[config.mk]
export PLATFORM = sky130hd
export DESIGN_NAME = shift_sequencer_4bit
export DESIGN_NICKNAME = d
export VERILOG_FILES = /design/src/rtl/shift_sequencer_4bit.sv
export SDC_FILE = /design/constraint.sdc
export NUM_CORES = 1
export LEC_CHECK = 0
export BUFFER_PORTS_ARGS = -buffer_cell sky130_fd_sc_hd__buf_4
export CAP_MARGIN = 5
export CORE_MARGIN = 3
export CORE_UTILIZATION = 57
export DETAILED_ROUTE_END_ITERATION = 10
export PLACE_DENSITY = 0.83
export SETUP_SLACK_MARGIN = 0.5
export SLEW_MARGIN = 10
export SYNTH_ARGS = -nofsm -noshare
export SYNTH_HDL_FRONTEND = slang
export SYNTH_SLANG_ARGS = --single-unit
[constraint.sdc]
create_clock -name clk -period 5 [get_ports clk]
set_clock_uncertainty 0.2 [all_clocks]
set_input_delay 0.25 -clock clk [delete_from_list [all_inputs] [get_ports clk]]
set_output_delay 0.25 -clock clk [all_outputs]
set_load 0.05 [all_outputs]
[src/rtl/shift_sequencer_4bit.sv]
// Shift sequencer: accepts one 4-bit word plus a shift code and amount,
// applies one shift step per clock in SHIFT, then presents the result in
// DONE until the consumer takes it. op_cnt counts completed handshakes.
module shift_sequencer_4bit (
    input  logic       clk,
    input  logic       rst_n,
    input  logic       in_valid,
    output logic       in_ready,
    input  logic [3:0] in_word,
    input  logic [2:0] in_sel,
    input  logic [1:0] in_amt,
    output logic       out_valid,
    input  logic       out_ready,
    output logic [3:0] out_word,
    output logic [7:0] op_cnt,
    output logic       busy
);

    typedef enum logic [1:0] {
        IDLE  = 2'd0,
        SHIFT = 2'd1,
        DONE  = 2'd2
    } state_t;

    localparam logic [2:0] SEL_LSR = 3'b001;
    localparam logic [2:0] SEL_LSL = 3'b010;
    localparam logic [2:0] SEL_CLR = 3'b011;
    localparam logic [2:0] SEL_ROR = 3'b101;
    localparam logic [2:0] SEL_ROL = 3'b110;

    state_t     state_q,  state_d;
    logic [3:0] work_q,   work_d;    // working word for the operation in flight
    logic [2:0] sel_q,    sel_d;     // captured shift code
    logic [1:0] cnt_q,    cnt_d;     // remaining shift steps
    logic [3:0] result_q, result_d;  // last completed result, shown outside DONE
    logic [7:0] op_cnt_q, op_cnt_d;

    // One shift step for a given code; unlisted codes hold the word.
    function automatic logic [3:0] apply_step(input logic [3:0] w, input logic [2:0] sel);
        logic [3:0] r;
        case (sel)
            SEL_LSR: r = {1'b0, w[3:1]};
            SEL_LSL: r = {w[2:0], 1'b0};
            SEL_ROR: r = {w[0], w[3:1]};
            SEL_ROL: r = {w[2:0], w[3]};
            SEL_CLR: r = 4'b0000;
            default: r = w;
        endcase
        return r;
    endfunction

    // Codes that actually move bits and therefore spend time in SHIFT.
    function automatic logic is_shifting(input logic [2:0] sel);
        return (sel == SEL_LSR) || (sel == SEL_LSL) ||
               (sel == SEL_ROR) || (sel == SEL_ROL);
    endfunction

    // Next-state, datapath and counter update.
    always_comb begin
        // NOTE: every signal gets a default before the case so no path leaves
        // one unassigned; an unassigned path would infer a latch.
        state_d  = state_q;
        work_d   = work_q;
        sel_d    = sel_q;
        cnt_d    = cnt_q;
        result_d = result_q;
        op_cnt_d = op_cnt_q;

        case (state_q)
            IDLE: begin
                if (in_valid) begin
                    sel_d = in_sel;
                    cnt_d = in_amt;
                    if (is_shifting(in_sel) && (in_amt != 2'd0)) begin
                        state_d = SHIFT;
                        work_d  = in_word;
                    end else begin
                        // Clear and hold codes, and zero-amount shifts, finish
                        // in a single step straight into DONE.
                        state_d = DONE;
                        work_d  = (in_sel == SEL_CLR) ? 4'b0000 : in_word;
                    end
                end
            end

            SHIFT: begin
                work_d = apply_step(work_q, sel_q);
                cnt_d  = cnt_q - 2'd1;
                if (cnt_q == 2'd1) begin
                    state_d = DONE;
                end
            end

            DONE: begin
                if (out_ready) begin
                    state_d  = IDLE;
                    result_d = work_q;
                    op_cnt_d = op_cnt_q + 8'd1;
                end
            end

            default: begin
                state_d = IDLE;
            end
        endcase
    end

    // State and datapath registers with asynchronous active-low reset.
    always_ff @(posedge clk or negedge rst_n) begin
        if (!rst_n) begin
            state_q  <= IDLE;
            work_q   <= 4'b0000;
            sel_q    <= 3'b000;
            cnt_q    <= 2'd0;
            result_q <= 4'b0000;
            op_cnt_q <= 8'd0;
        end else begin
            // NOTE: non-blocking assignments so every flop samples the values
            // computed before the edge, independent of statement order.
            state_q  <= state_d;
            work_q   <= work_d;
            sel_q    <= sel_d;
            cnt_q    <= cnt_d;
            result_q <= result_d;
            op_cnt_q <= op_cnt_d;
        end
    end

    // Outputs decode only registered state, so no input reaches an output
    // combinationally. out_word shows the live result in DONE and the last
    // completed one elsewhere.
    assign in_ready  = (state_q == IDLE);
    assign out_valid = (state_q == DONE);
    assign busy      = (state_q != IDLE);
    assign out_word  = (state_q == DONE) ? work_q : result_q;
    assign op_cnt    = op_cnt_q;

endmodule
==> reports/metrics.yaml, run 1 <==
status: "completed"
ir_worst_vdd_mv: 0.4398
numCtsBuffers: 3
syn_area_sq_um: 1250
synth_edf_count: 0
die-area_sq_um: 2791
synth-seq-cells: 23
r2r-end: "work_q[3]$_DFFE_PN0P_"
worstHoldPathType: "in2reg"
die-height_um: 52.83
portBuffers: 27
placeableCoreArea_sq_um: 2022
synth_warnings: 0
worstPathCellList: "nor2b_1 > mux2_2 > buf_4"
seqPwrFrac_pct: 35.3
dr.pass1.iters: 4
drt_wl_total_um: 2548
clock.fmax_ghz: 0.4282
p_comb_share_pct: 56.6
holdCritStartpoint: "in_valid"
viasPerCell: 5.814
holdPathStages: 3
synthArstFlopShare_pct: 100.0
layout-drive-gt1-share_pct: 27.33
min_period_ns: 2.335
initial_core_util_pct: 61.82
rrSetupSlack_ns: 3.14
post-cts-setup-buffers: 0
cts_tree: "done"
fp.dieW_um: 52.83
required_ns: 4.55
htreeDepth: 1
clkLatencyLatePin_ns: 0.29
p_int_uw: 508.7
hold_violations: 0
cts_root_buffer: "clkbuf_4"
num-nets-final: 166
gp_congestion: 0.7805
syn-mean-instance-area_sq_um: 10.42
clockBufferDepth: 2
switching_share_pct: 49.71
antenna_found_initial: 0
path_clk_slew_ns: 0.12
grtUsageTotal_pct: 20.05
syn_inst: 120
timing.rr.start: "state_q[1]$_DFFE_PN0P_"
cap_violations: 0
cts_resized: 0
post-route-util_pct: 75.68
p_sw_uw: 502.9
dp_hpwl_um: 1877
grt_pass1_wl_um: 4140
r2r_cells: 3
crit_slowest_cell: "dfrtp_1"
antenna_left: 0
grt_pass1_vias: 981
drtIter0Drc: 16
tns_ns: 0
grt_max_degree: 24
cp-start-kind: "flip-flop"
worst-slew-pin-transition_ns: 0.4517
final_cell_mix: "buf_4, dfrtp_1, nand2_1, a21oi_1, mux2_2"
cts.sinks: 23
hold_ws_ns: 0.04957
wl_per_cell_um: 14.40
slew_violations: 0
final_common_cell: "buf_4"
leakage_uw: 0.0007160
gr-total-overflow: 0
synth-main-ff-cell: "dfrtp_1"
timing.slew.headroom_pct: 69.83
max_stage_delay_ns: 0.56
route.vias.total: 1029
num_io_pins: 28
worstPathArrival_ns: 1.89
drt_drc_violations_left: 0
power.density_nw_per_um2: 661.1
yosysSeqAreaShare_pct: 46.05
syn-num-nets: 135
holdBufCountCts: 5
fin_crit_sh_pct: 46.70
synth_cell_types: 36
setup_violations: 0
power_uw: 1012
path_class: "reg2out"
diodes: 0
rsz0062_at_grt: "no"
crit_path_end_kind: "output pin"
rows: 16
path_max_fanout: 13
area_growth_pct: 22.42
holdPathEnd: "state_q[0]$_DFFE_PN0P_"
clkPwrFrac_pct: 8.1
-- flip-flops by register name (all words and copies together) (netlist names) --
| name | flops |
|---|---|
| result_q | 4 |
| sel_q | 3 |
| state_q | 2 |
| op_cnt | 8 |
| work_q | 4 |
| cnt_q | 2 |
-- metrics by stage --
step,setup slack (ns),instance area (sq um),cells
floorplan,2.777,1250,120
global placement,3.070,1454,168
detailed placement,3.007,1454,168
CTS,2.627,1530,177
global route,2.537,1530,177
finish,2.665,1530,177
-- cell usage after synthesis, drive strengths merged, types with 3 or more instances --
master,count,area (sq um)
inv,6,22.52
a21oi,8,40.04
nand3b,3,22.52
xnor2,4,35.03
o311ai,4,35.03
nand2,9,33.78
buf,4,25.02
nor2b,3,18.77
a221oi,3,26.28
o31ai,3,22.52
and3,3,18.77
o21ai,4,20.02
nor2,4,15.01
nand4,4,25.02
o31a,3,35.04
mux2,9,101.4
xor2,4,35.03
dfrtp,23,575.6
-- worst max-delay path: cells and delay by family, from the launching register on --
kind / cells / cell delay [ns]
flops: 1 / 0.56
mux: 1 / 0.40
buf+inv: 1 / 0.19
simple gates: 1 / 0.45
-- power by group through the flow --
stage	combinational (uW)	clock, uW	sequential, uW
floorplan	393	0	387
global placement	557	0	354
detailed placement	571	0	358
CTS	575	86.6	355
global route	614	91.2	370
finish	572	81.8	357
-- metal layers --
| layer | vias to the layer above | track usage (%) | wire [um] |
|---|---|---|---|
| met4 | 0 | 5.532 | 12 |
| met5 | - | 0 | 0 |
| met2 | 31 | 36.57 | 1320 |
| li1 | 494 | - | - |
| met1 | 502 | 24.37 | 1105 |
| met3 | 2 | 2.564 | 109 |
-- area by class of cell --
class	count	area, sq um
Clock buffer	4	26.28
Fill cell	155	491.7
Inverter	6	22.52
Multi-Input combinational cell	85	619.3
Sequential cell	23	575.6
Tap cell	27	33.78
Timing Repair Buffer	32	252.7
-- cell families (layout without fill, tap and decap cells) --
logic type / count (synthesis) / after routing / synth area share (%)
AO/OA/AOI/OAI: 28 / 28 / 16.32
AND/OR/NAND/NOR: 37 / 37 / 16.72
flip-flops: 23 / 23 / 46.05
adder cells (fa/ha/maj): 2 / 2 / 2.002
buffers and inverters: 12 / 42 / 4.404
multiplexers: 10 / 10 / 8.909
XOR/XNOR: 8 / 8 / 5.605
-- worst max-delay path by stage --
stage / start / to / slack (ns) / cells after the start
floorplan: state_q[0]$_DFFE_PN0P_ / busy / 2.78 / 3
global placement: state_q[1]$_DFFE_PN0P_ / out_word[0] / 3.07 / 3
detailed placement: state_q[1]$_DFFE_PN0P_ / out_word[3] / 3.01 / 3
CTS: state_q[1]$_DFFE_PN0P_ / out_word[3] / 2.63 / 3
global route: state_q[1]$_DFFE_PN0P_ / out_word[3] / 2.54 / 3
finish: state_q[1]$_DFFE_PN0P_ / out_word[3] / 2.66 / 3
Power figures use the tool's default switching activity.
==> run 2, diff against run 1 <==
CORE_UTILIZATION = 52   (was 57)
PLACE_DENSITY = 0.77   (was 0.83)
clock period = 2.2 ns   (was 5 ns; I/O delays follow)
==> reports/metrics.yaml, run 2 (same netlist as run 1, synthesis figures left out) <==
dp_hpwl_um: 1866  # -0.60%
path_clk_slew_ns: 0.13  # about the same
min_period_ns: 1.824
htreeDepth: 1  # unchanged
grt_max_degree: 24  # unchanged
rsz0062_at_grt: "yes"
final_cell_mix: "buf_4, dfrtp_1, dlygate4sd3_1, nand2_1, a21oi_1"
place_ws_ns: 0.3204  # -2.687 ns
fin_ws_ns: 0.3761  # -2.289 ns
grtUsageTotal_pct: 20.87  # +0.82 points
die-height_um: 55.03  # +4.2%
drt_wl_total_um: 2739  # +7.5%
r2r_cells: 3  # unchanged
crit_path_end_kind: "output pin"
setup_violations: 0  # unchanged
worst-slew-pin-transition_ns: 0.3520  # -0.09973 ns
antenna_found_initial: 0  # unchanged
cts_root_buffer: "clkbuf_4"
layout-drive-gt1-share_pct: 32.93  # +5.6 points
rows: 17  # +1
numCtsBuffers: 3  # unchanged
gp_congestion: 0.8379  # +7.4%
antenna_left: 0  # unchanged
r2r-end: "work_q[3]$_DFFE_PN0P_"
placeableCoreArea_sq_um: 2255  # +12%
clock.fmax_ghz: 0.5483
portBuffers: 27  # unchanged
clkLatencyLatePin_ns: 0.30  # about the same
multi_input_area_sq_um: 650.6  # +5.1%
area_growth_pct: 36.44
hold_ws_ns: 0.01568  # -0.03390 ns
diodes: 0  # unchanged
crit_slowest_cell: "dfrtp_2"
viasPerCell: 5.583  # -4.0%
num_io_pins: 28  # unchanged
drtIter0Drc: 10  # -6
worstPathCellList: "nor2b_4 > mux2_4 > buf_6"
worstHoldPathType: "in2async"
cp-start-kind: "flip-flop"
leakage_uw: 0.0008025  # +12%
final_common_cell: "buf_4"
timing.slew.headroom_pct: 76.24  # +6.4 points
largest_reg_flops: 8  # unchanged
cts_tree: "done"
fillers: 163  # +5.2%
dr.pass1.iters: 4  # unchanged
num-nets-final: 180  # +8.4%
grt_pass1_wl_um: 4595  # +11%
cap_violations: 0  # unchanged
max_stage_delay_ns: 0.48  # -0.08 ns
rrSetupSlack_ns: 0.48  # -2.66 ns
path_class: "reg2out"
wl_per_cell_um: 14.27  # -0.90%
tns_ns: 0  # unchanged
hold_violations: 0  # unchanged
initial_core_util_pct: 55.44  # -6.4 points
required_ns: 1.89  # -2.66 ns
status: "completed"
path_max_fanout: 7  # -6
clockBufferDepth: 2  # unchanged
slew_violations: 0  # unchanged
gr-total-overflow: 0  # unchanged
worstPathArrival_ns: 1.51  # -0.38 ns
grt_pass1_vias: 1057  # +7.7%
route.vias.total: 1072  # +4.2%
timing.rr.start: "state_q[0]$_DFFE_PN0P_"
cts.sinks: 23  # unchanged
fp.dieW_um: 55.03  # +4.2%
drt_drc_violations_left: 0  # unchanged
register_area_sq_um: 578.1  # +0.43%
ir_worst_vdd_mv: 0.9521  # +120%
fin_crit_sh_pct: 82.91
power.density_nw_per_um2: 1486  # +120%
die-area_sq_um: 3028  # +8.5%
## run 2: metrics by stage
| step | area, sq um | instances | total power (uW) | utilization, % |
|---|---|---|---|---|
| 2_1_floorplan | 1256 | 120 | 1783 | - |
| 3_3_place_gp | 1458 | 169 | 2077 | 64.65 |
| 3_5_place_dp | 1458 | 169 | 2110 | 64.65 |
| 4_1_cts | 1692 | 191 | 2509 | 75.03 |
| 5_1_grt | 1705 | 192 | 2712 | 75.64 |
| 6_report | 1705 | 192 | 2534 | 75.64 |
## run 2: how the worst max path moves through the flow
stage                                start     endpoint  depth (start not counted)
finish              state_q[0]$_DFFE_PN0P_  out_word[0]                          3
global route        state_q[0]$_DFFE_PN0P_  out_word[0]                          3
CTS                 state_q[0]$_DFFE_PN0P_  out_word[3]                          3
detailed placement  state_q[1]$_DFFE_PN0P_  out_word[3]                          3
global placement    state_q[1]$_DFFE_PN0P_  out_word[3]                          3
floorplan           state_q[0]$_DFFE_PN0P_         busy                          3
## run 2: what timing repair did
action,in CTS,in global routing
buffers inserted,7,1
hold endpoints to repair,34,0
resized for setup,14,2
hold buffers,11,0
setup endpoints to repair,13,15
pin swaps,0,1
## run 2: metal layers
layer	vias to the layer above	share of wire [%]	global-route usage, %
li1	526	-	-
met1	517	44	26.69
met2	25	51	34.84
met3	4	3.7	2.949
met4	0	1.3	9.312
met5	-	0	0
## run 2: area by class of cell
cell class	instances	share of cell area, %
inverter	6	1.321
timing repair buffer	46	22.96
clock buffer	3	1.321
clock inverter	1	0.2935
sequential	23	33.90
multi-input combinational	85	38.15
tap	28	2.054
## run 2: worst max-delay path, delay by kind of cell (launching register included)
kind | cells | cell delay (ns)
buf+inv | 1 | 0.16
flops | 1 | 0.48
mux | 1 | 0.34
simple gates | 1 | 0.24
## run 2: report_power, final
group	internal (uW)	leakage (uW)	switching, uW
logic	663	0.000500	884
registers	597	0.000284	199
clock network	67.7	0.0000177	123
==> run 3, diff against run 2 <==
ABC_AREA = 1   (was not set)
CORE_UTILIZATION = 48   (was 52)
PLACE_DENSITY = 0.74   (was 0.77)
clock period = 1.5 ns   (was 2.2 ns; I/O delays follow)
==> reports/metrics.yaml, run 3 <==
status: "finished, violations left"
violations: "hold timing, setup timing"
cp-start-kind: "flip-flop"
synth-xor-area-share_pct: 2.011  # -3.6 points
worstPathArrival_ns: 1.34  # -0.17 ns
netlist_top_cells_area: "dfrtp_1, nand2_1, nand3_1"
gr-total-overflow: 0  # unchanged
synthSimpleGateAreaFrac_pct: 35.82  # +19 points
required_ns: 1.22  # -0.67 ns
cp_top_family: "flip-flops"
synth-compound-area-share_pct: 7.471  # -8.8 points
grt_pass1_wl_um: 5961  # +30%
final_cell_mix: "nand2_1, buf_4, inv_1, dfrtp_1, nand3_1"
largest_reg_flops: 8  # unchanged
synth_cell_types: 24  # -33%
cts_tree: "done"
area_growth_pct: 57.18
layout-drive-gt1-share_pct: 36.82  # +3.9 points
worst-path-buf-inv: 2  # +1
grtUsageTotal_pct: 22.75  # +1.9 points
initial_core_util_pct: 51.79  # -3.7 points
yosysSeqAreaShare_pct: 44.06  # -2.0 points
ir_worst_vdd_mv: 2.318  # +140%
slew_violations: 0  # unchanged
hold_violations: 33  # +33
rows: 18  # +1
path_clk_slew_ns: 0.13  # about the same
cts_root_buffer: "clkbuf_4"
dp_cells: 237  # +40%
synth_top_cell_area_share_pct: 44.06  # -2.0 points
post-synth-top-count-cell: "nand2_1"
syn-num-nets: 196  # +45%
synthAdderAreaFrac_pct: 1.916  # -0.086 points
numCtsBuffers: 3  # unchanged
clkLatencyLatePin_ns: 0.32  # +0.02 ns
synth_warnings: 0  # unchanged
max_stage_delay_ns: 0.46  # -0.02 ns
path_max_fanout: 9  # +2
synthArstFlopShare_pct: 100.0  # unchanged
grt_max_degree: 24  # unchanged
die-area_sq_um: 3383  # +12%
grt_pass1_vias: 1422  # +35%
synth-seq-cells: 23  # unchanged
synth_top_family_by_area: "simple AND/OR/NAND/NOR gates"
num_io_pins: 28  # unchanged
clockBufferDepth: 2  # unchanged
drt_wl_total_um: 3480  # +27%
dp_hpwl_um: 2194  # +18%
drt_drc_violations_left: 0  # unchanged
hold_ws_ns: -0.1192  # -0.1349 ns
drtIter0Drc: 35  # +25
min_period_ns: 1.618
yosysTopAreaCell: "dfrtp_1"
htreeDepth: 1  # unchanged
crit_slowest_cell: "dfrtp_2"
post-route-util_pct: 81.40  # +5.8 points
fin_ws_ns: -0.1184  # -0.4944 ns
clock.fmax_ghz: 0.6179
leakage_uw: 0.001055  # +31%
worstHoldPathType: "in2reg"
final_common_cell: "nand2_1"
synth_edf_count: 0  # unchanged
final_area_sq_um: 2053  # +20%
wl_per_cell_um: 12.94  # -9.3%
cts.sinks: 23  # unchanged
antenna_left: 0  # unchanged
viasPerCell: 5.100  # -8.7%
crit_path_end_kind: "output pin"
synthMuxAreaShare_pct: 0  # -8.9 points
rsz0062_at_grt: "yes"
holdBufCountCts: 10  # -1
post_dp_cell_area_sq_um: 1605  # +10%
setup_violations: 21  # +21
num-nets-final: 255  # +42%
place_ws_ns: 0.03289  # -0.2875 ns
dr.pass1.iters: 6  # +2
worstPathCellList: "nor2_4 > inv_6 > nand2_1 > o21ai_4 > buf_6"
timing.slew.headroom_pct: 80.60  # +4.4 points
syn_inst: 181  # +51%
die-height_um: 58.17  # +5.7%
placeableCoreArea_sq_um: 2522  # +12%
path_class: "reg2out"
synth-main-ff-cell: "dfrtp_1"
syn-mean-instance-area_sq_um: 7.217  # -31%
gp_congestion: 0.7751  # -7.5%
worst-slew-pin-transition_ns: 0.2911  # -0.06091 ns
syn_area_sq_um: 1306  # +4.5%
power_uw: 4723  # +86%
final_cells: 269  # +40%
route.vias.total: 1372  # +28%
synth_common_cells: "nand2_1, dfrtp_1, inv_1"
fin_crit_sh_pct: 107.9
power.density_nw_per_um2: 2300  # +55%
cap_violations: 0  # unchanged
antenna_found_initial: 0  # unchanged
fp.dieW_um: 58.17  # +5.7%
portBuffers: 27  # unchanged
diodes: 0  # unchanged
-- run 3: cell types whose count changed after synthesis, sizes merged, moves of 4 or more --
cell / change
o311ai: -4
inv: +23
nand2: +61
o21ai: +9
nand3: +17
a21oi: -6
nor2: +9
mux2: -9
-- run 3: what timing repair did --
action	in CTS	in global routing
pin swaps	4	6
gates cloned	0	0
endpoints found under the hold margin	37	32
buffers inserted	18	0
setup endpoints to repair	38	38
gates resized for setup	39	10
-- run 3: logic make-up (layout without fill, tap and decap cells) --
| group | Yosys count | count (layout) |
|---|---|---|
| buffers and inverters | 30 | 88 |
| DFF | 23 | 23 |
| adders and majority gates | 2 | 2 |
| and+or+nand+nor | 106 | 106 |
| AOI/OAI and AO/OA | 17 | 17 |
| xor gates and xnor gates | 3 | 3 |
-- run 3: area by class of cell --
type | instances | area [sq um]
inverters | 29 | 118.9
clock inverters | 1 | 5.005
flip-flops and latches | 23 | 583.1
repair buffers | 55 | 536.8
fillers | 151 | 469.2
clock buffers | 3 | 22.52
well taps | 30 | 37.54
multi-input cells | 128 | 749.5
-- run 3: layer usage --
layer  up-vias  share of wire [%]  GRT usage, %
met5         -                  0             0
met4         0                2.3         8.278
met3        10                5.4         2.895
met2        51                 54         43.55
met1       632                 38         25.32
li1        679                  -             -
-- run 3: through the flow --
stage	hold WS [ns]	setup TNS (ns)
floorplan	-0.4206	-1.038
global placement	-0.2159	0
detailed placement	-0.2148	0
CTS	-0.1244	-0.6496
global route	-0.1024	-2.342
finish	-0.1192	-1.088
-- run 3: path summary, 6_finish.rpt --
path                                              start                       to  slack (ns)  cells past startpoint
worst min register to register  result_q[0]$_DFFE_PN0P_  result_q[0]$_DFFE_PN0P_        0.31                      2
worst max-delay path             state_q[0]$_DFFE_PN0P_              out_word[2]       -0.12                      5
worst max register to register   state_q[0]$_DFFE_PN0P_    op_cnt[6]$_DFFE_PN0P_       -0.05                      8
worst min-delay path                           in_valid     sel_q[1]$_DFFE_PN0P_       -0.12                      4
min in group asynchronous                         rst_n  result_q[2]$_DFFE_PN0P_       -0.03                      2
max in group asynchronous                         rst_n    op_cnt[4]$_DFFE_PN0P_        0.89                      2
-- run 3: worst register-to-register path: stages, from the launching register on --
cell and delay [ns]:
dfrtp_2 0.46, nor2_4 0.17, buf_4 0.13, buf_6 0.11, nand2_8 0.09, nor2_4 0.14, nand2_1 0.06, nand2_1 0.05
nand2_1 0.05
-- run 3: power breakdown --
part           internal [uW]  leakage [uW]  switching (uW)
combinational           1300      0.000752            1940
clock                   99.8     0.0000177             193
sequential               891      0.000285             299
total                   2290       0.00105            2430
